<file path="src/rtl/dog_anim_ctrl_if.sv">
// dog_anim_ctrl_if: groups the VGA coordinates, playback commands and the
// sequencer status outputs shared between a host and dog_anim_ctrl.
interface dog_anim_ctrl_if;
  logic [9:0] DrawX;
  logic [9:0] DrawY;
  logic       blank;
  logic       start;
  logic       pause;
  logic       stop;
  logic       loop_en;
  logic [2:0] frame_sel;
  logic       busy;
  logic       done;
  logic       frame_tick;

  modport master (
    output DrawX, DrawY, blank, start, pause, stop, loop_en,
    input  frame_sel, busy, done, frame_tick
  );

  modport slave (
    input  DrawX, DrawY, blank, start, pause, stop, loop_en,
    output frame_sel, busy, done, frame_tick
  );
endinterface

</file>
<file path="src/rtl/dog_anim_ctrl.sv">
// dog_anim_ctrl: animation sequencer for the dog sprite set. Advances
// frame_sel once every HOLD_FRAMES screen frames, and only on the cycle where
// the beam leaves the visible area, so the sprite mux never tears.
// Optional macro DOG_ANIM_PINGPONG_EN: sweep up then back down instead of
// wrapping; one-shot sequences then finish back at frame 0.
module dog_anim_ctrl #(
  parameter int NUM_FRAMES  = 6,
  parameter int HOLD_FRAMES = 8
) (
  input  logic           vga_clk,
  input  logic           reset_n,
  dog_anim_ctrl_if.slave bus
);

  typedef enum logic [1:0] {IDLE, PLAY, PAUSE, DONE} state_t;

  localparam logic [2:0] LAST_FRAME = 3'(NUM_FRAMES - 1);
  localparam logic [7:0] LAST_HOLD  = 8'(HOLD_FRAMES - 1);

  state_t     state, state_n;
  logic [7:0] hold_cnt, hold_n;
  logic [2:0] frame_q, frame_n;
  logic       zero_pend, zero_n;
  logic       loop_q, loop_n;
  logic       done_q, done_n;
  logic       tick_q;
  logic       tick_raw;
  logic       blank_unused;

`ifdef DOG_ANIM_PINGPONG_EN
  logic       dir_down, dir_n;
`endif

  assign tick_raw     = (bus.DrawX == 10'd639) && (bus.DrawY == 10'd479);
  assign blank_unused = bus.blank;

  assign bus.frame_sel  = frame_q;
  assign bus.busy       = (state == PLAY) || (state == PAUSE);
  assign bus.done       = done_q;
  assign bus.frame_tick = tick_q;

  // Evaluate the tick against the current state first, then let any command override it.
  always_comb begin
    state_n = state;
    hold_n  = hold_cnt;
    frame_n = frame_q;
    zero_n  = zero_pend;
    loop_n  = loop_q;
    done_n  = 1'b0;
`ifdef DOG_ANIM_PINGPONG_EN
    dir_n   = dir_down;
`endif

    if (tick_raw) begin
      if (zero_pend) begin
        frame_n = '0;
        zero_n  = 1'b0;
      end else if (state == PLAY) begin
        if (hold_cnt != LAST_HOLD) begin
          hold_n = hold_cnt + 8'd1;
        end else begin
          hold_n = '0;
`ifdef DOG_ANIM_PINGPONG_EN
          if (!dir_down) begin
            if (frame_q == LAST_FRAME) begin
              frame_n = LAST_FRAME - 3'd1;
              dir_n   = 1'b1;
            end else begin
              frame_n = frame_q + 3'd1;
            end
          end else begin
            frame_n = frame_q - 3'd1;
          end
          if (dir_n && (frame_n == 3'd0)) begin
            if (loop_q) begin
              dir_n = 1'b0;
            end else begin
              state_n = DONE;
              done_n  = 1'b1;
            end
          end
`else
          if (frame_q == LAST_FRAME) begin
            if (loop_q) begin
              frame_n = '0;
            end else begin
              state_n = DONE;
              done_n  = 1'b1;
            end
          end else begin
            frame_n = frame_q + 3'd1;
          end
`endif
        end
      end
    end

    if (bus.stop || bus.start) begin
      hold_n = '0;
`ifdef DOG_ANIM_PINGPONG_EN
      dir_n  = 1'b0;
`endif
      if (tick_raw) begin
        frame_n = '0;
        zero_n  = 1'b0;
      end else begin
        zero_n  = 1'b1;
      end
      if (bus.stop) begin
        state_n = IDLE;
      end else begin
        state_n = PLAY;
        loop_n  = bus.loop_en;
      end
    end else if (bus.pause) begin
      if (state_n == PLAY) begin
        state_n = PAUSE;
      end else if (state_n == PAUSE) begin
        state_n = PLAY;
      end
    end
  end

  // Sequencer registers and the registered end-of-visible-area pulse.
  always_ff @(posedge vga_clk or negedge reset_n) begin
    if (!reset_n) begin
      state     <= IDLE;
      hold_cnt  <= '0;
      frame_q   <= '0;
      zero_pend <= 1'b0;
      loop_q    <= 1'b0;
      done_q    <= 1'b0;
      tick_q    <= 1'b0;
    end else begin
      state     <= state_n;
      hold_cnt  <= hold_n;
      frame_q   <= frame_n;
      zero_pend <= zero_n;
      loop_q    <= loop_n;
      done_q    <= done_n;
      tick_q    <= tick_raw;
    end
  end

`ifdef DOG_ANIM_PINGPONG_EN
  // Sweep direction register; low means counting up.
  always_ff @(posedge vga_clk or negedge reset_n) begin
    if (!reset_n) begin
      dir_down <= 1'b0;
    end else begin
      dir_down <= dir_n;
    end
  end
`endif

endmodule

</file>
<file path="src/flat_wrapper.sv">
// flat-port wrapper written by rule: the top's interface ports become plain ports
module dog_anim_ctrl_flat 
#(
  parameter int NUM_FRAMES  = 6,
  parameter int HOLD_FRAMES = 8
)
  (vga_clk, reset_n, bus_DrawX, bus_DrawY, bus_blank, bus_start, bus_pause, bus_stop, bus_loop_en, bus_frame_sel, bus_busy, bus_done, bus_frame_tick);
  dog_anim_ctrl_if bus_i ();
  input  logic vga_clk;
  input  logic reset_n;
  input wire logic [$bits(bus_i.DrawX)-1:0] bus_DrawX;
  input wire logic [$bits(bus_i.DrawY)-1:0] bus_DrawY;
  input wire logic [$bits(bus_i.blank)-1:0] bus_blank;
  input wire logic [$bits(bus_i.start)-1:0] bus_start;
  input wire logic [$bits(bus_i.pause)-1:0] bus_pause;
  input wire logic [$bits(bus_i.stop)-1:0] bus_stop;
  input wire logic [$bits(bus_i.loop_en)-1:0] bus_loop_en;
  output wire logic [$bits(bus_i.frame_sel)-1:0] bus_frame_sel;
  output wire logic [$bits(bus_i.busy)-1:0] bus_busy;
  output wire logic [$bits(bus_i.done)-1:0] bus_done;
  output wire logic [$bits(bus_i.frame_tick)-1:0] bus_frame_tick;
  assign bus_i.DrawX = bus_DrawX;
  assign bus_i.DrawY = bus_DrawY;
  assign bus_i.blank = bus_blank;
  assign bus_i.start = bus_start;
  assign bus_i.pause = bus_pause;
  assign bus_i.stop = bus_stop;
  assign bus_i.loop_en = bus_loop_en;
  assign bus_frame_sel = bus_i.frame_sel;
  assign bus_busy = bus_i.busy;
  assign bus_done = bus_i.done;
  assign bus_frame_tick = bus_i.frame_tick;
  dog_anim_ctrl #(.NUM_FRAMES(NUM_FRAMES), .HOLD_FRAMES(HOLD_FRAMES)) u_core (.vga_clk(vga_clk), .reset_n(reset_n), .bus(bus_i));
endmodule
</file>
<file path="config.mk">
export PLATFORM = sky130hd
export DESIGN_NAME = dog_anim_ctrl_flat
export DESIGN_NICKNAME = d
export VERILOG_FILES = /design/src/rtl/dog_anim_ctrl_if.sv /design/src/rtl/dog_anim_ctrl.sv /design/src/flat_wrapper.sv
export SDC_FILE = /design/constraint.sdc
export NUM_CORES = 1
export LEC_CHECK = 0
export CORE_ASPECT_RATIO = 1.25
export CORE_MARGIN = 4
export CORE_UTILIZATION = 30
export CTS_CLUSTER_DIAMETER = 200
export CTS_CLUSTER_SIZE = 12
export DETAILED_ROUTE_END_ITERATION = 10
export HOLD_SLACK_MARGIN = 0.08
export PLACE_DENSITY = 0.64
export RECOVER_POWER = 100
export SLEW_MARGIN = 20
export SYNTH_ARGS = -nofsm -noshare
export SYNTH_HDL_FRONTEND = slang
export SYNTH_SLANG_ARGS = --single-unit
export TNS_END_PERCENT = 10
</file>
<file path="constraint.sdc">
create_clock -name vga_clk -period 2.4 [get_ports vga_clk]
set_clock_uncertainty 0.05 [all_clocks]
set_input_delay 0.72 -clock vga_clk [delete_from_list [all_inputs] [get_ports vga_clk]]
set_output_delay 0.72 -clock vga_clk [all_outputs]
set_load 0.02 [all_outputs]
</file>
Word-level counts from Yosys, hierarchy flattened
Index checks and enable logic that the tools add are counted.

word-level totals
  bits in registers = 17
  latch bits = 0
  bits in writable memories = 0
  ROM bits = 0
  input port bits = 27
  output and inout port bits = 6
  word-level logic and storage cells = 59
  memories kept = 0

operators by class
  add/sub/neg operators = 2
  multiply operators = 0
  div/mod/pow operators = 0
  magnitude comparators = 0
  equality and inequality tests = 9
  shift-type cells = 0
  muxes and demuxes = 33
  bitwise gates (word level) = 1
  reductions and logical operators = 7

operators by type and width
  operator                                                                  number
  8-bit 2-to-1 mux                                                          5
  3-bit 2-to-1 mux                                                          8
  2-bit 2-to-1 mux                                                          10
  10-bit == test (second input constant)                                    1
  10-bit by 9-bit == test with 1-bit output (second input constant)         1
  1-bit 2-to-1 mux                                                          10
  8-bit by 1-bit adder with 8-bit output (second input constant)            1
  8-bit by 3-bit inequality test with 1-bit output (second input constant)  1
  2-bit by 1-bit == test with 1-bit output (second input constant)          2
  2-bit == test (second input constant)                                     2
  2-bit nonzero test                                                        2
  3-bit by 1-bit adder with 3-bit output (second input constant)            1
  3-bit == test (second input constant)                                     1
  3-bit AND reduction                                                       1
  1-bit logical OR                                                          2
  2-bit inequality test (second input constant)                             1
  2-bit AND reduction                                                       1
  1-bit logical AND                                                         1
  1-bit NOT                                                                 1

Depth between registers and ports, before layout
Gate-level depths: netlist of run 1.

  word-level depth = 11
  depth in mapped cells = 7
  mapped depth without buffers = 7

Worst setup path after synthesis of run 1
No wires, ideal clock.

  path kind = input to register
  start = input port bus_DrawX[8]
  end = register u_core.hold_cnt[4]
  setup time = 66 ps
  arrival time = 1827 ps
  data required time = 2284 ps
  path slack = 457 ps
  stages on the path = 5
  buffers on the path = 0
  cells stage by stage = nand4b_1 > nor3_2 > nand3_2 > or4b_1 > nand2_1

between the ends
  longest elaborated chain between the ends = 4

RTL lines
  element                        RTL line              source
  from (decl)                    flat_wrapper.sv:11    input wire logic [$bits(bus_i.DrawX)-1:0] bus_DrawX;
  10-bit == test                 dog_anim_ctrl.sv:34   assign tick_raw = (bus.DrawX == 10'd639) && (bus.DrawY == 10'd479);
  1-bit logical AND              dog_anim_ctrl.sv:34
  2-bit nonzero test (no line)   --
  3-bit AND reduction (no line)  --
  to (signal assigned)           dog_anim_ctrl.sv:136  hold_cnt <= hold_n;
  to (decl)                      dog_anim_ctrl.sv:21   logic [7:0] hold_cnt, hold_n;

No other way between the ends.
A chain may end at the register's enable or synchronous reset.

Final worst setup path of run 1
  start = input port bus_DrawY[3]
  end = register u_core.state[0]

between the ends
  longest elaborated chain between the ends = 8
  elaborated cells on any way between the ends = 9
  classes of those cells = 3 x eq/ne; 5 x mux; 1 x reduce/logical

RTL lines
  element                                      RTL line              source
  from (decl)                                  flat_wrapper.sv:12    input wire logic [$bits(bus_i.DrawY)-1:0] bus_DrawY;
  10-bit by 9-bit == test with 1-bit output *  dog_anim_ctrl.sv:34
  1-bit logical AND *                          dog_anim_ctrl.sv:34
  2-bit 2-to-1 mux *                           dog_anim_ctrl.sv:54   if (tick_raw) begin
  2-bit == test                                dog_anim_ctrl.sv:118  end else if (state_n == PAUSE) begin
  2-bit 2-to-1 mux                             dog_anim_ctrl.sv:118
  2-bit 2-to-1 mux                             dog_anim_ctrl.sv:116  if (state_n == PLAY) begin
  2-bit 2-to-1 mux *                           dog_anim_ctrl.sv:115  end else if (bus.pause) begin
  2-bit 2-to-1 mux *                           dog_anim_ctrl.sv:98   if (bus.stop || bus.start) begin
  named net u_core.state_n[0]                  dog_anim_ctrl.sv:20   state_t state, state_n;
  to (signal assigned)                         dog_anim_ctrl.sv:135  state <= state_n;
  to (decl)                                    dog_anim_ctrl.sv:20

The timed path passes the listed nets; every way through them passes the cells marked *.

==> metrics.md, run 1 <==
| Metric | Value |
|---|---|
| Status | `complete, no violations` |
| RSZ-0062 raised after global routing | `false` |
| Placement-stage cell area | `1450 um2` |
| Buffers & Inverters on Critical Path | `2` |
| Static Leakage | `0.0006081 uW` |
| Pre-antenna DRT Iters | `4` |
| Total routing resource utilization after global routing | `0.1161` |
| Slew at the pin closest to its max-slew limit | `0.9606 ns` |
| Worst endpoint data arrival time | `2.37 ns` |
| VDD IR max | `0.2605 mV` |
| Critical path data required time | `2.52 ns` |
| Latest clock arrival within the worst-skew pair | `0.24 ns` |
| Critical Path End Type | `register` |
| Largest net degree at the start of global routing | `18` |
| Cell breakdown of the critical path | `clkdlybuf4s50_1, nand4_1, nor3_2, buf_1, a41oi_1, a31o_2, a31oi_1` |
| Post-synthesis instance total | `110` |
| Post-Syn Area | `1020 um2` |
| Power density of the placed cells | `400.6 nW/um2` |
| Die Wd | `60.15 um` |
| Fraction of final layout cells with drive strength greater than 1 | `0.1169` |
| Length in cells of the worst reg-to-reg path | `5` |
| Number of nets in the synthesized netlist | `142` |
| Avg WL per Cell | `13.21 um` |
| Net count of the finished layout | `187` |
| Final standard cell area without fillers | `1473 um2` |
| Largest delay share family, worst path | `buffers and inverters` |
| Shortest period the worst path allows | `2.250 ns` |
| Area growth syn-to-layout | `44.42%` |
| Slew Limit Fails | `0` |
| Post-detailed-route via-to-cell ratio | `5.335` |
| Total negative slack | `0 ns` |
| Reg2Reg Setup Slack | `0.59 ns` |
| Clock tree from TritonCTS | `done` |
| DIE AREA | `4402 um2` |
| Resized cells post-CTS | `0` |
| Sequential area share after synthesis | `0.4172` |
| Number of routed nets with antenna violations | `0` |
| Placement row count | `23` |
| Hold worst-path end | `u_core.loop_q$_DFFE_PN0P_` |
| Hold Startpoint | `u_core.loop_q$_DFFE_PN0P_` |
| Die extent in y | `73.19 um` |
| Total clock buffers created by CTS | `3` |
| Global-route congestion overflow total | `0` |
| Wirelength, routed | `2523 um` |
| Buffer count from post-CTS setup fixing | `0` |
| Quantity of hold-fixing buffers added after cts | `0` |
| Port bufs | `31` |
| Element type at the critical path start | `primary input` |
| Footprint of the multi-input gates | `558.0 um2` |
| Register cell area after layout | `425.4 um2` |
| Max-capacitance violation count | `0` |
| Initial antenna violation count | `0` |
| Maximum fanout along the worst path | `4` |
| Number of synthesized register bits | `17` |
| Number of levels the H-tree was split into | `1` |
| WS Path Type | `primary input to register` |
| Number of sinks handled by clock tree synthesis | `17` |
| Filler cell count | `319` |
| Number of hold violations in the final report | `0` |
| Maximum operating frequency | `0.4445 GHz` |
| Detailed-route DRC error count | `0` |
| Area of the placeable core | `3252 um2` |
| Type of the worst min-delay path | `register to register` |
| Clock tree buffer depth | `2` |
| Initial core utilization | `0.3136` |
| DRC marker count from the first detailed-route iteration | `11` |
| Min-Delay Path Depth | `2` |
| Total via count after detailed routing | `1019` |
| Count of cell types in the netlist | `33` |
| Wire length of the first global-routing pass | `4043 um` |
| CTS Root Buffer Type | `clkbuf_8` |
| Final setup violation count | `0` |
| Syn_area_per_cell | `9.270 um2` |
| Antenna diode count | `0` |
| Via count of the first global-routing pass | `982` |
| HPWL after detailed placement | `2092 um` |
| FF-to-FF End | `u_core.hold_cnt[4]$_DFFE_PN0P_` |
| Worst r2r src | `u_core.hold_cnt[0]$_DFFE_PN0P_` |
| Final Cycle Share | `0.9375` |
| I/O pin total | `33` |
| Clock transition at the registers of the reported paths | `0.07 ns` |
| Count of warnings emitted by yosys | `0` |
| Routability Congestion | `0.7784` |
| Worst max-slew margin expressed relative to the limit | `0.3596` |
| Peak per-stage delay on the critical path | `0.48 ns` |
| Cell with the largest stage delay on the worst path | `clkdlybuf4s50_1` |
cells by family (layout without fill, tap and decap cells):
family | count (synthesis) | count (layout) | share of synthesized area
compound gates | 25 | 25 | 0.1521
xor+xnor | 1 | 1 | 0.008591
fa+ha+maj | 5 | 5 | 0.06135
buf+inv | 8 | 52 | 0.03067
flops | 17 | 17 | 0.4172
simple gates | 54 | 54 | 0.3301
worst max path at each step:
| stage | from | end | slack, ns | cells past startpoint |
|---|---|---|---|---|
| 6_report | bus_DrawY[3] | u_core.state[0]$_DFF_PN0_ | 0.15 | 7 |
| 5_1_grt | bus_DrawY[3] | u_core.hold_cnt[6]$_DFFE_PN0P_ | 0.02 | 6 |
| 4_1_cts | u_core.state[1]$_DFF_PN0_ | bus_busy | 0.01 | 4 |
| 3_5_place_dp | bus_DrawY[3] | u_core.hold_cnt[5]$_DFFE_PN0P_ | -0.09 | 6 |
| 3_3_place_gp | bus_DrawY[3] | u_core.hold_cnt[6]$_DFFE_PN0P_ | -0.02 | 6 |
| 2_1_floorplan | bus_DrawX[8] | u_core.hold_cnt[4]$_DFFE_PN0P_ | 0.46 | 5 |
metrics by stage:
stage                       util  worst slack, ns  cells  total power, uW  hold WS (ns)
final                     0.4529           0.1501    191            590.0        0.4565
after global routing      0.4529          0.02342    191            604.6        0.5196
after CTS                 0.4598          0.01435    191            600.1        0.4695
after detailed placement  0.4459         -0.08855    187            387.9        0.4539
after global placement    0.4459         -0.02044    187            385.7        0.4450
after floorplan                -           0.4575    110            322.9        0.3744
cell usage after synthesis:
| cell | n | area share |
|---|---|---|
| nand4_1 | 6 | 0.037 |
| a21oi_1 | 5 | 0.025 |
| a31o_2 | 2 | 0.017 |
| ha_1 | 5 | 0.061 |
| o21ai_0 | 9 | 0.044 |
| dfrtp_1 | 17 | 0.42 |
| a211oi_1 | 1 | 0.0074 |
| or4b_1 | 1 | 0.0098 |
| nor3_2 | 2 | 0.020 |
| nand2_1 | 8 | 0.029 |
| o31ai_1 | 1 | 0.0074 |
| nor2_4 | 1 | 0.011 |
| nand4b_1 | 6 | 0.052 |
| nor2b_1 | 1 | 0.0061 |
| and4bb_2 | 1 | 0.012 |
| clkbuf_2 | 1 | 0.0049 |
| nand3_1 | 5 | 0.025 |
| a41oi_1 | 1 | 0.0086 |
| clkbuf_1 | 1 | 0.0037 |
| or2_1 | 1 | 0.0061 |
| a31oi_1 | 3 | 0.018 |
| inv_1 | 6 | 0.022 |
| xor2_1 | 1 | 0.0086 |
| nor2_1 | 7 | 0.026 |
| nand3b_1 | 2 | 0.015 |
| or2_2 | 1 | 0.0061 |
| nand3_2 | 1 | 0.0098 |
| nor3_1 | 1 | 0.0049 |
| and3_1 | 2 | 0.012 |
| or3_1 | 4 | 0.025 |
| o211ai_1 | 2 | 0.015 |
| and2_1 | 4 | 0.025 |
| a41o_1 | 1 | 0.0098 |
worst min-delay path: stages, from the launching register on:
cell,delay [ns]
dfrtp_1,0.34
o21ai_0,0.08
nand2_1,0.06
area by class of cell:
type	instances	share of cell area
well taps	37	0.03144
flip-flops and latches	17	0.2889
inverters	6	0.01529
repair buffers	42	0.2549
clock buffers	4	0.03059
multi-input cells	85	0.3789
layer usage:
layer,global-route usage,part of all wire,vias to the layer above
met5,0,0,-
met4,0.04187,0.013,0
met3,0.01062,0.055,2
met2,0.2224,0.52,34
met1,0.1275,0.41,480
li1,-,-,503
cells in the final DEF, fill, tap and decap left out, types with 2 or more instances in the layout:
cell type,n
a21oi_1,5
a31o_2,2
a31oi_1,3
and2_1,3
and3_1,2
buf_4,7
clkbuf_1,4
clkbuf_8,3
clkdlybuf4s50_1,24
dfrtp_1,17
dlygate4sd3_1,6
ha_1,5
inv_1,6
nand2_1,8
nand3_1,6
nand3b_1,2
nand4_1,6
nand4b_1,6
nor2_1,7
nor3_2,2
o211ai_1,2
o21ai_0,9
or3_1,4
power by group:
group	switching, uW	internal, uW
clock	95.0	117
sequential	2.72	290
combinational	33.2	51.1
total	131	459
Power figures use the tool's default switching activity.
==> run 2, diff against run 1 <==
--- a/config.mk
+++ b/config.mk
@@ -6,7 +6,7 @@
 export NUM_CORES = 1
 export LEC_CHECK = 0
 export CORE_ASPECT_RATIO = 1.25
-export CORE_MARGIN = 4
+export CORE_MARGIN = 2
 export CORE_UTILIZATION = 30
 export CTS_CLUSTER_DIAMETER = 200
 export CTS_CLUSTER_SIZE = 12
==> constraint.sdc (replaced) <==
create_clock -name vga_clk -period 2.4 [get_ports vga_clk]
set_clock_uncertainty 0.05 [all_clocks]
set_input_delay 0.72 -clock vga_clk [delete_from_list [all_inputs] [get_ports vga_clk]]
set_output_delay 0.72 -clock vga_clk [all_outputs]
set_load 0.1 [all_outputs]
==> run 2 against run 1 <==
Net effect: cell count is 1.6% lower; worst setup slack better by 0.011 ns; combinational power increased by 15%; clock power grew 4%; routed wire length fell by 2.2%; worst hold slack better by 0.017 ns; sequential power about the same; core utilization fell by 0.99 points; critical path type unchanged; critical endpoint is now u_core.hold_cnt[6]$_DFFE_PN0P_; largest cell class unchanged; highest routed layer unchanged.
==> metrics.md, run 2 (synthesis results as in run 1) <==
| Metric | Value |
|---|---|
| Internal power | `457.7 uW (was 459.1 uW)` |
| Routability Congestion | `0.7971 (was 0.7784)` |
| Static Leakage | `0.0005872 uW (was 0.0006081 uW)` |
| Detailed-route DRC error count | `0 (unchanged)` |
| Worst max-slew margin expressed relative to the limit | `0.3933 (was 0.3596)` |
| Clock tree from TritonCTS | `done (unchanged)` |
| Fraction of final layout cells with drive strength greater than 1 | `0.1457 (was 0.1169)` |
| Number of hold violations in the final report | `0 (unchanged)` |
| Maximum fanout along the worst path | `5 (was 4)` |
| Worst endpoint data arrival time | `2.37 ns (about the same)` |
| Clock share of power | `0.360 (about the same)` |
| Largest net degree at the start of global routing | `18 (unchanged)` |
| Status | `complete, no violations (unchanged)` |
| Critical Path End Type | `register (unchanged)` |
| Number of levels the H-tree was split into | `1 (unchanged)` |
| Port bufs | `31 (unchanged)` |
| Clock tree buffer depth | `2 (unchanged)` |
| Placement row count | `23 (unchanged)` |
| Initial core utilization | `0.3164 (was 0.3136)` |
| Final Cycle Share | `0.9328 (was 0.9375)` |
| Slew Limit Fails | `0 (unchanged)` |
| Number of routed nets with antenna violations | `0 (unchanged)` |
| Via count of the first global-routing pass | `1015 (was 982)` |
| Fraction of the core area covered by cells at the end of the flow | `0.4429 (was 0.4529)` |
| Resized cells post-CTS | `0 (unchanged)` |
| Clock transition at the registers of the reported paths | `0.07 ns (about the same)` |
| Final standard cell area without fillers | `1428 um2 (was 1473 um2)` |
| Die Wd | `56.15 um (was 60.15 um)` |
| Worst slack, placed | `-0.1215 ns (was -0.08855 ns)` |
| WS Path Type | `primary input to register (unchanged)` |
| Final setup violation count | `0 (unchanged)` |
| Slew at the pin closest to its max-slew limit | `0.9100 ns (was 0.9606 ns)` |
| Latest clock arrival within the worst-skew pair | `0.26 ns (was 0.24 ns)` |
| Placement-stage cell area | `1425 um2 (was 1450 um2)` |
| Wire length of the first global-routing pass | `4146 um (was 4043 um)` |
| Area growth syn-to-layout | `40.00% (was 44.42%)` |
| Wirelength, routed | `2467 um (was 2523 um)` |
| Maximum operating frequency | `0.4467 GHz (was 0.4445 GHz)` |
| Net switching fraction of the power | `0.2501 (was 0.2219)` |
| Placed Cells | `184 (was 187)` |
| Net count of the finished layout | `184 (was 187)` |
| Filler cell count | `338 (was 319)` |
| Element type at the critical path start | `primary input (unchanged)` |
| Die extent in y | `69.19 um (was 73.19 um)` |
| Global-route congestion overflow total | `0 (unchanged)` |
| Relative contribution of sequential cells to total power | `0.481 (was 0.497)` |
| Antenna diode count | `0 (unchanged)` |
| Power density of the placed cells | `427.5 nW/um2 (was 400.6 nW/um2)` |
| Initial antenna violation count | `0 (unchanged)` |
| Commonest non-fill, non-tap cell in the layout | `clkdlybuf4s50_1 (unchanged)` |
| Number of sinks handled by clock tree synthesis | `17 (unchanged)` |
| Critical path data required time | `2.53 ns (was 2.52 ns)` |
| Final instance count without filler cells | `188 (was 191)` |
| Switching Power | `152.6 uW (was 130.9 uW)` |
| Commonest cells after routing, fill and taps aside | `clkdlybuf4s50_1 (24), dfrtp_1 (17), o21ai_0 (9) (unchanged)` |
| Total routing resource utilization after global routing | `0.1339 (was 0.1161)` |
| Total clock buffers created by CTS | `3 (unchanged)` |
| DIE AREA | `3884 um2 (was 4402 um2)` |
| Worst setup margin | `0.1612 ns (was 0.1501 ns)` |
| Post-detailed-route via-to-cell ratio | `5.330 (was 5.335)` |
| I/O pin total | `33 (unchanged)` |
| Shortest period the worst path allows | `2.239 ns (was 2.250 ns)` |
| RSZ-0062 raised after global routing | `false (unchanged)` |
| DRC marker count from the first detailed-route iteration | `16 (was 11)` |
| CTS Root Buffer Type | `clkbuf_8 (unchanged)` |
| HPWL after detailed placement | `2041 um (was 2092 um)` |
| Area of the placeable core | `3223 um2 (was 3252 um2)` |
| Share of power burned in combinational logic | `0.159 (was 0.143)` |
| Type of the worst min-delay path | `register to register (unchanged)` |
| Avg WL per Cell | `13.12 um (was 13.21 um)` |
| Buffer count from post-CTS setup fixing | `0 (unchanged)` |
| Pre-antenna DRT Iters | `4 (unchanged)` |
| Quantity of hold-fixing buffers added after cts | `0 (unchanged)` |
| VDD IR max | `0.2012 mV (was 0.2605 mV)` |
| Max-capacitance violation count | `0 (unchanged)` |
| Total via count after detailed routing | `1002 (was 1019)` |
[run 2: power groups by stage]
stage	Sequential, uW	Clock (uW)	Combinational (uW)
floorplan	298	0	37.2
global placement	299	0	105
detailed placement	299	0	108
CTS	293	223	108
global route	294	231	106
finish	293	220	97.1
[run 2: critical path, cell delays in order]
cell and delay (ns):
clkdlybuf4s50_1 0.49, nand4_1 0.10, nor3_1 0.22, buf_4 0.17, nand4_1 0.15, or3_1 0.37
a21oi_1 0.15
[run 2: per-stage QoR]
stage | power (uW) | TNS, ns | hold WS (ns)
after CTS | 624.6 | 0 | 0.4772
after floorplan | 335.0 | 0 | 0.3744
after global routing | 630.1 | 0 | 0.4991
after global placement | 403.6 | -0.1223 | 0.4534
after detailed placement | 406.4 | -0.4006 | 0.4589
final | 610.3 | 0 | 0.4735
[run 2: path summary, 6_finish.rpt]
path	end	slack [ns]	startpoint	depth (start not counted)
worst max-delay path	u_core.hold_cnt[6]$_DFFE_PN0P_	0.16	bus_DrawY[3]	7
worst max register to register	u_core.hold_cnt[4]$_DFFE_PN0P_	0.57	u_core.state[1]$_DFF_PN0_	6
worst min-delay path	u_core.loop_q$_DFFE_PN0P_	0.47	u_core.loop_q$_DFFE_PN0P_	2
max in group asynchronous	u_core.state[1]$_DFF_PN0_	0.69	reset_n	2
min in group asynchronous	u_core.hold_cnt[5]$_DFFE_PN0P_	1.05	reset_n	2
worst min register to register	u_core.loop_q$_DFFE_PN0P_	0.47	u_core.loop_q$_DFFE_PN0P_	2
[run 2: per-layer routing]
layer | GRT usage | vias up | share of wire
met4 | 0.06614 | 0 | 0.027
met5 | 0 | - | 0
li1 | - | 492 | -
met3 | 0.02985 | 7 | 0.057
met1 | 0.1471 | 469 | 0.40
met2 | 0.2379 | 34 | 0.51
[run 2: final cells by class]
class / instances / area [um2] / area share
clock buffers: 3 / 41.29 / 0.02892
clock inverters: 1 / 5.005 / 0.003506
inverters: 6 / 22.52 / 0.01578
multi-input cells: 85 / 558.0 / 0.3909
flip-flops and latches: 17 / 425.4 / 0.2980
well taps: 37 / 46.29 / 0.03243
repair buffers: 39 / 329.1 / 0.2305
==> edit 1, RTL diff (settings of run 1) <==
Build with the macro `DOG_ANIM_PINGPONG_EN` defined.
--- a/src/rtl/dog_anim_ctrl.sv
+++ b/src/rtl/dog_anim_ctrl.sv
@@ -3,6 +3,8 @@
 // the beam leaves the visible area, so the sprite mux never tears.
 // Optional macro DOG_ANIM_PINGPONG_EN: sweep up then back down instead of
 // wrapping; one-shot sequences then finish back at frame 0.
+`define DOG_ANIM_PINGPONG_EN
+
 module dog_anim_ctrl #(
   parameter int NUM_FRAMES  = 6,
   parameter int HOLD_FRAMES = 8
Function: same outputs for any inputs over 10 cycles, from zero or initial values and one cycle with reset_n low; that may be too few to reach the edited logic, so the function may still have changed.
==> edit 1 against run 1 <==
  * Sequential cell count rose by 1
  * Design area is 17% higher
  * Total power up 1.9%
  * Synthesized cell count rose by 14%
  * Worst setup slack got worse by 0.067 ns
  * Via count up 13%
  * Area after synthesis rose by 14%
  * Wire length rose by 14%
  * First-iteration DRC count rose to 3.9 times the old value
==> edit 1: results (changes against run 1) <==
Cells and area
The net total in the final layout came to 209 (+12%). The fraction of final layout cells with drive strength greater than 1 was 0.2209 (+0.1040).

STA
The worst relative slew slack is 0.3387 (-0.02093).

Place
The pre-CTS worst setup slack is -0.2982 ns (-0.2096 ns). The final HPWL from detailed placement is 2282 um (+9.1%).

Route
The final wirelength is 2864 um (+14%). The detailed-route vias per instance came to 5.429 (+1.8%). The per-cell routed wire length was 13.51 um (+2.3%).

Pwr
The cell leakage power is 0.7329 nW (+21%). The largest voltage drop on the vdd net is 135.4 uV (-48%).

Clock network
The clock sink count is 18 (+1).

Synth
The adder-cell share of the synthesized area is 0.08630 (+0.02495). The count of cell types in the netlist is 38 (+15%). The synthesized netlist net count is 160 (+13%). The register area share after synthesis is 0.3883 (-0.02883). The synthesized instance count is 125 (+14%). Yosys attributes the largest share of cell area to dfrtp_1 39%, ha_1 8.6%, nand2_1 3.9%, nand4b_1 3.8%, nor2_1 3.6%.

The multiplexer area fraction after synthesis is 0.01942 (+0.01942). The compound-gate portion of the synthesized area is 0.1165 (-0.03564). Counting instances in the post-synthesis netlist gives the leading cell types as 18 x dfrtp_1, 12 x nand2_1, 11 x nor2_1.

GRT
The global-route wire length before repair came to 4843 um (+20%). The number of global-route vias before repair is 1,185 (+21%). The pin count of the biggest net entering global routing is 19 (+1). The global-route usage over all layers came to 0.1185 (+0.002407).

Run status
The flow ran to the end, and the final reports show no timing, DRC or antenna violations.

Critical path
The signal arrival time at the worst endpoint is 2.41 ns (+0.04 ns).
==> edit 1: cell count changes after synthesis, sizes merged, moves of 2 or more <==
| cell | delta |
|---|---|
| a221oi | +2 |
| a31o | -2 |
| a31oi | -2 |
| and2 | -3 |
| ha | +3 |
| mux2 | +2 |
| nand2 | +4 |
| nand3 | +2 |
| nor2 | +3 |
| nor3 | +2 |
| nor4 | +2 |
| o211ai | -2 |
| or4 | +4 |
==> edit 1: kinds of logic after synthesis <==
group | count (synthesis)
muxes | 2
DFF | 18
xor gates and xnor gates | 3
adders and majority gates | 8
and+or+nand+nor | 65
AOI/OAI and AO/OA | 22
buffers and inverters | 7
==> edit 1: where the power goes <==
group / total (mW) / switching (mW) / internal, mW
clock network: 0.206 / 0.0945 / 0.111
logic: 0.0832 / 0.0340 / 0.0491
registers: 0.312 / 0.00435 / 0.308
total: 0.601 / 0.133 / 0.468
==> edit 1: worst reg2reg max path, delay by kind of cell, from the launching register on <==
kind,cells,cell delay [ns]
flip-flops,1,0.43
AO/OA/AOI/OAI,1,0.25
AND/OR/NAND/NOR,4,1.21
==> edit 1: metrics by stage <==
step / util / setup TNS (ns) / total power, mW / cell area (um2) / hold slack [ns]
6_report: 0.4607 / 0 / 0.6012 / 1729 / 0.5124
5_1_grt: 0.4607 / -0.05082 / 0.6250 / 1729 / 0.5516
4_1_cts: 0.4420 / -0.04516 / 0.6079 / 1659 / 0.5153
3_5_place_dp: 0.4300 / -2.684 / 0.4028 / 1614 / 0.4975
3_3_place_gp: 0.4300 / -2.096 / 0.4007 / 1614 / 0.4848
2_1_floorplan: - / 0 / 0.3403 / 1160 / 0.3744
==> edit 1: worst paths after layout <==
path	to	slack, ns	startpoint	cells after the start
max reg2reg	u_core.state[1]	0.36	u_core.hold_cnt[3]	5
min in group asynchronous	u_core.hold_cnt[5]	1.09	reset_n	2
max	u_core.state[1]	0.08	bus_DrawX[5]	7
min	u_core.loop_q	0.51	u_core.loop_q	1
min reg2reg	u_core.loop_q	0.51	u_core.loop_q	1
max in group asynchronous	asynchronous set/reset pin	0.61	reset_n	2
==> edit 1: timing repair <==
item                                    CTS  global route
hold buffers                              0             0
endpoints found under the setup margin    6             9
resized for setup                         2            17
pin swaps                                 2             7
setup buffers                             0             1
==> edit 1: final cells by class <==
type / count / area, um2
timing repair buffer: 45 / 429.2
fill: 387 / 2024
clock buffer: 3 / 41.29
sequential: 18 / 450.4
tap: 40 / 50.05
multi-input combinational: 100 / 735.7
inverter: 6 / 22.52
==> edit 1: metal layers <==
metal  vias up  part of all wire  track usage
met5         -                 0            0
met4         0             0.016      0.04536
met2        36              0.54       0.2205
met1       556              0.39       0.1309
met3         4             0.049      0.02171
li1        555                 -            -
==> edit 2, RTL diff (settings of run 1) <==
Without the edit above. Encoding of `state_t`: now one-hot (4 bits for 4 states).
--- a/src/rtl/dog_anim_ctrl.sv
+++ b/src/rtl/dog_anim_ctrl.sv
@@ -12,7 +12,7 @@
   dog_anim_ctrl_if.slave bus
 );
 
-  typedef enum logic [1:0] {IDLE, PLAY, PAUSE, DONE} state_t;
+  typedef enum logic [3:0] {IDLE = 4'b0001, PLAY = 4'b0010, PAUSE = 4'b0100, DONE = 4'b1000} state_t;
 
   localparam logic [2:0] LAST_FRAME = 3'(NUM_FRAMES - 1);
   localparam logic [7:0] LAST_HOLD  = 8'(HOLD_FRAMES - 1);
Formal check against the unedited RTL: same outputs for any inputs over 10 cycles, from zero or initial values and one cycle with reset_n low; not proved beyond that.
==> edit 2 against run 1 <==
  * Sequential cell count grew 2
  * Wire length grew 17%
  * Global-route usage grew 0.70 points
  * Worst setup slack lost 0.14 ns
  * Worst hold slack gained 0.028 ns
  * Combinational power shrank 3.3%
  * Non-clock buffer count grew 2
  * Largest cell class unchanged
  * Area after synthesis grew 9.4%
  * Final cell count grew 2.1%
  * Design area grew 7.4%
  * Total power grew 7.4%
  * Via count grew 8.4%
  * Die area grew 8.3%
  * Critical endpoint is now u_core.hold_cnt[4]
==> edit 2: results (changes against run 1) <==
Run status
The flow ran to the end, and the final reports show no timing, DRC or antenna violations.

Synth
In the synthesized netlist, the cells that appear most often are 18 x dfrtp_1, 7 x nor2_1, 6 x mux2i_1, 6 x nand2_1, 6 x nor3_1. The count of cell types in the netlist is 41 (+24%). The register area share after synthesis is 0.4271 (+0.009952). The synthesized instance count is 111 (+0.91%). The most instantiated flip-flop cell in the synthesis netlist is dfrtp_1.

The async set-or-reset flop fraction in the synthesized netlist was 1.000 (unchanged). The synthesized netlist net count is 141 (-0.70%). The number of warnings reported in the yosys synthesis log is 0 (unchanged). Yosys attributes the largest share of cell area to dfrtp_1 40%, mux2i_1 5.4%, ha_1 3.4%, or3_1 2.8%, nor3_1 2.7%.

Pwr
The cell leakage power was 0.6049 nW (-0.51%). The largest voltage drop on the vdd net came to 256.1 uV (-1.7%).

Place
The cell area reported after detailed placement is 1546 um2 (+6.6%). The weighted congestion at the end of routability-driven global placement came to 0.8271 (+6.3%). The count of port buffers added during placement was 31 (unchanged). The final HPWL from detailed placement is 2296 um (+9.7%).

Critical path
The slowest stage cell on the critical path is or4_4. The category of cells accounting for the largest share of critical-path delay is simple AND/OR/NAND/NOR gates. The highest fanout seen on the critical path is 10 (+6). The maximum cell stage delay along the critical path is 0.57 ns (+0.09 ns). The signal arrival time at the worst endpoint was 2.52 ns (+0.15 ns).

Cells and area
The diode insertion count for antenna repair came to 0 (unchanged). The fraction of final layout cells with drive strength greater than 1 was 0.1218 (+0.004912). The net total in the final layout is 187 (unchanged).

GRT
The global-route wire length before repair is 4823 um (+19%). The global-route usage over all layers is 0.1231 (+0.006986). The initial antenna violation count is 0 (unchanged). The pin count of the biggest net entering global routing is 20 (+2). The total grt overflow came to 0 (unchanged).

Route
The per-cell routed wire length was 15.12 um (+14%). The violation count after the first detailed-route iteration is 28 (+17). The first-pass iteration count of the detailed router was 5 (+1). The final wirelength is 2948 um (+17%). The number of vias after detailed routing was 1,105 (+8.4%).

Min path
The type of the most critical hold path is register to register.

Clock network
The number of H-tree branching levels is 1 (unchanged). The clock latency at the later pin of the worst-skew pair is 0.25 ns. The maximum buffer depth of the clock tree came to 2 (unchanged). The clock-pin slew of the registers on the worst-case setup and hold paths is 0.07 ns (about the same). The CTS buffer count is 3 (unchanged). The cell at the root of the clock tree is clkbuf_8.

STA
The worst relative slew slack is 0.2839 (-0.07574).
edit 2: changes by cell type after synthesis, moves of 3 or more:
cell and delta:
mux2i_1 +6, o21ai_0 -6, nor3_1 +5, and2_1 -4, inv_1 -4, nor4_1 +4, nand2b_1 +3, nand4b_1 -3
or4_1 +3
edit 2: final timing paths:
check | startpoint | end | slack [ns] | depth (start not counted)
max in group asynchronous | reset_n | u_core.loop_q | 0.53 | 2
max | bus_DrawY[3] | u_core.hold_cnt[4] | 0.006 | 5
min reg2reg | u_core.state[0] | u_core.state[0] | 0.48 | 1
min | u_core.state[0] | u_core.state[0] | 0.48 | 1
max reg2reg | u_core.state[2] | u_core.hold_cnt[4] | 0.02 | 4
min in group asynchronous | reset_n | u_core.hold_cnt[0] | 1.13 | 2
edit 2: layer usage:
layer	wire, um	up-vias	GRT usage
met5	0	-	0
met4	29	0	0.04194
met3	87	4	0.02212
met2	1693	26	0.2380
met1	1139	543	0.1308
li1	-	532	-
edit 2: through the flow:
stage | worst slack (ns) | hold slack, ns
final | 0.006313 | 0.4841
after global routing | -0.06408 | 0.5037
after CTS | 0.003849 | 0.4844
after detailed placement | -0.3283 | 0.4734
after global placement | -0.2754 | 0.4682
after floorplan | 0.07362 | 0.3744
edit 2: timing repair:
| action | CTS | global route |
|---|---|---|
| pin swaps | 2 | 1 |
| gates resized for setup | 1 | 2 |
| setup endpoints to repair | 6 | 6 |
| gates cloned | 0 | 0 |
| setup buffers | 1 | 0 |
edit 2: logic make-up after synthesis:
| group | synth area share |
|---|---|
| AND/OR/NAND/NOR | 0.3139 |
| multiplexers | 0.06390 |
| buffers and inverters | 0.02355 |
| AO/OA/AOI/OAI | 0.1300 |
| flip-flops | 0.4271 |
| XOR/XNOR | 0.007849 |
| adder cells (fa/ha/maj) | 0.03364 |
edit 2: area by class of cell:
cell class                      count  area, um2
Timing Repair Buffer               44      379.1
Fill cell                         356       1962
Tap cell                           39      48.80
Sequential cell                    19      476.7
Multi-Input combinational cell     87      623.1
Clock inverter                      1      5.005
Inverter                            2      7.507
Clock buffer                        3      41.29
edit 2: power breakdown:
| group | total [mW] | leakage [nW] | internal (mW) | switching (mW) |
|---|---|---|---|---|
| clock | 0.220 | 0.0255 | 0.115 | 0.105 |
| sequential | 0.332 | 0.248 | 0.326 | 0.00562 |
| combinational | 0.0815 | 0.332 | 0.0522 | 0.0293 |
| total | 0.634 | 0.605 | 0.494 | 0.140 |
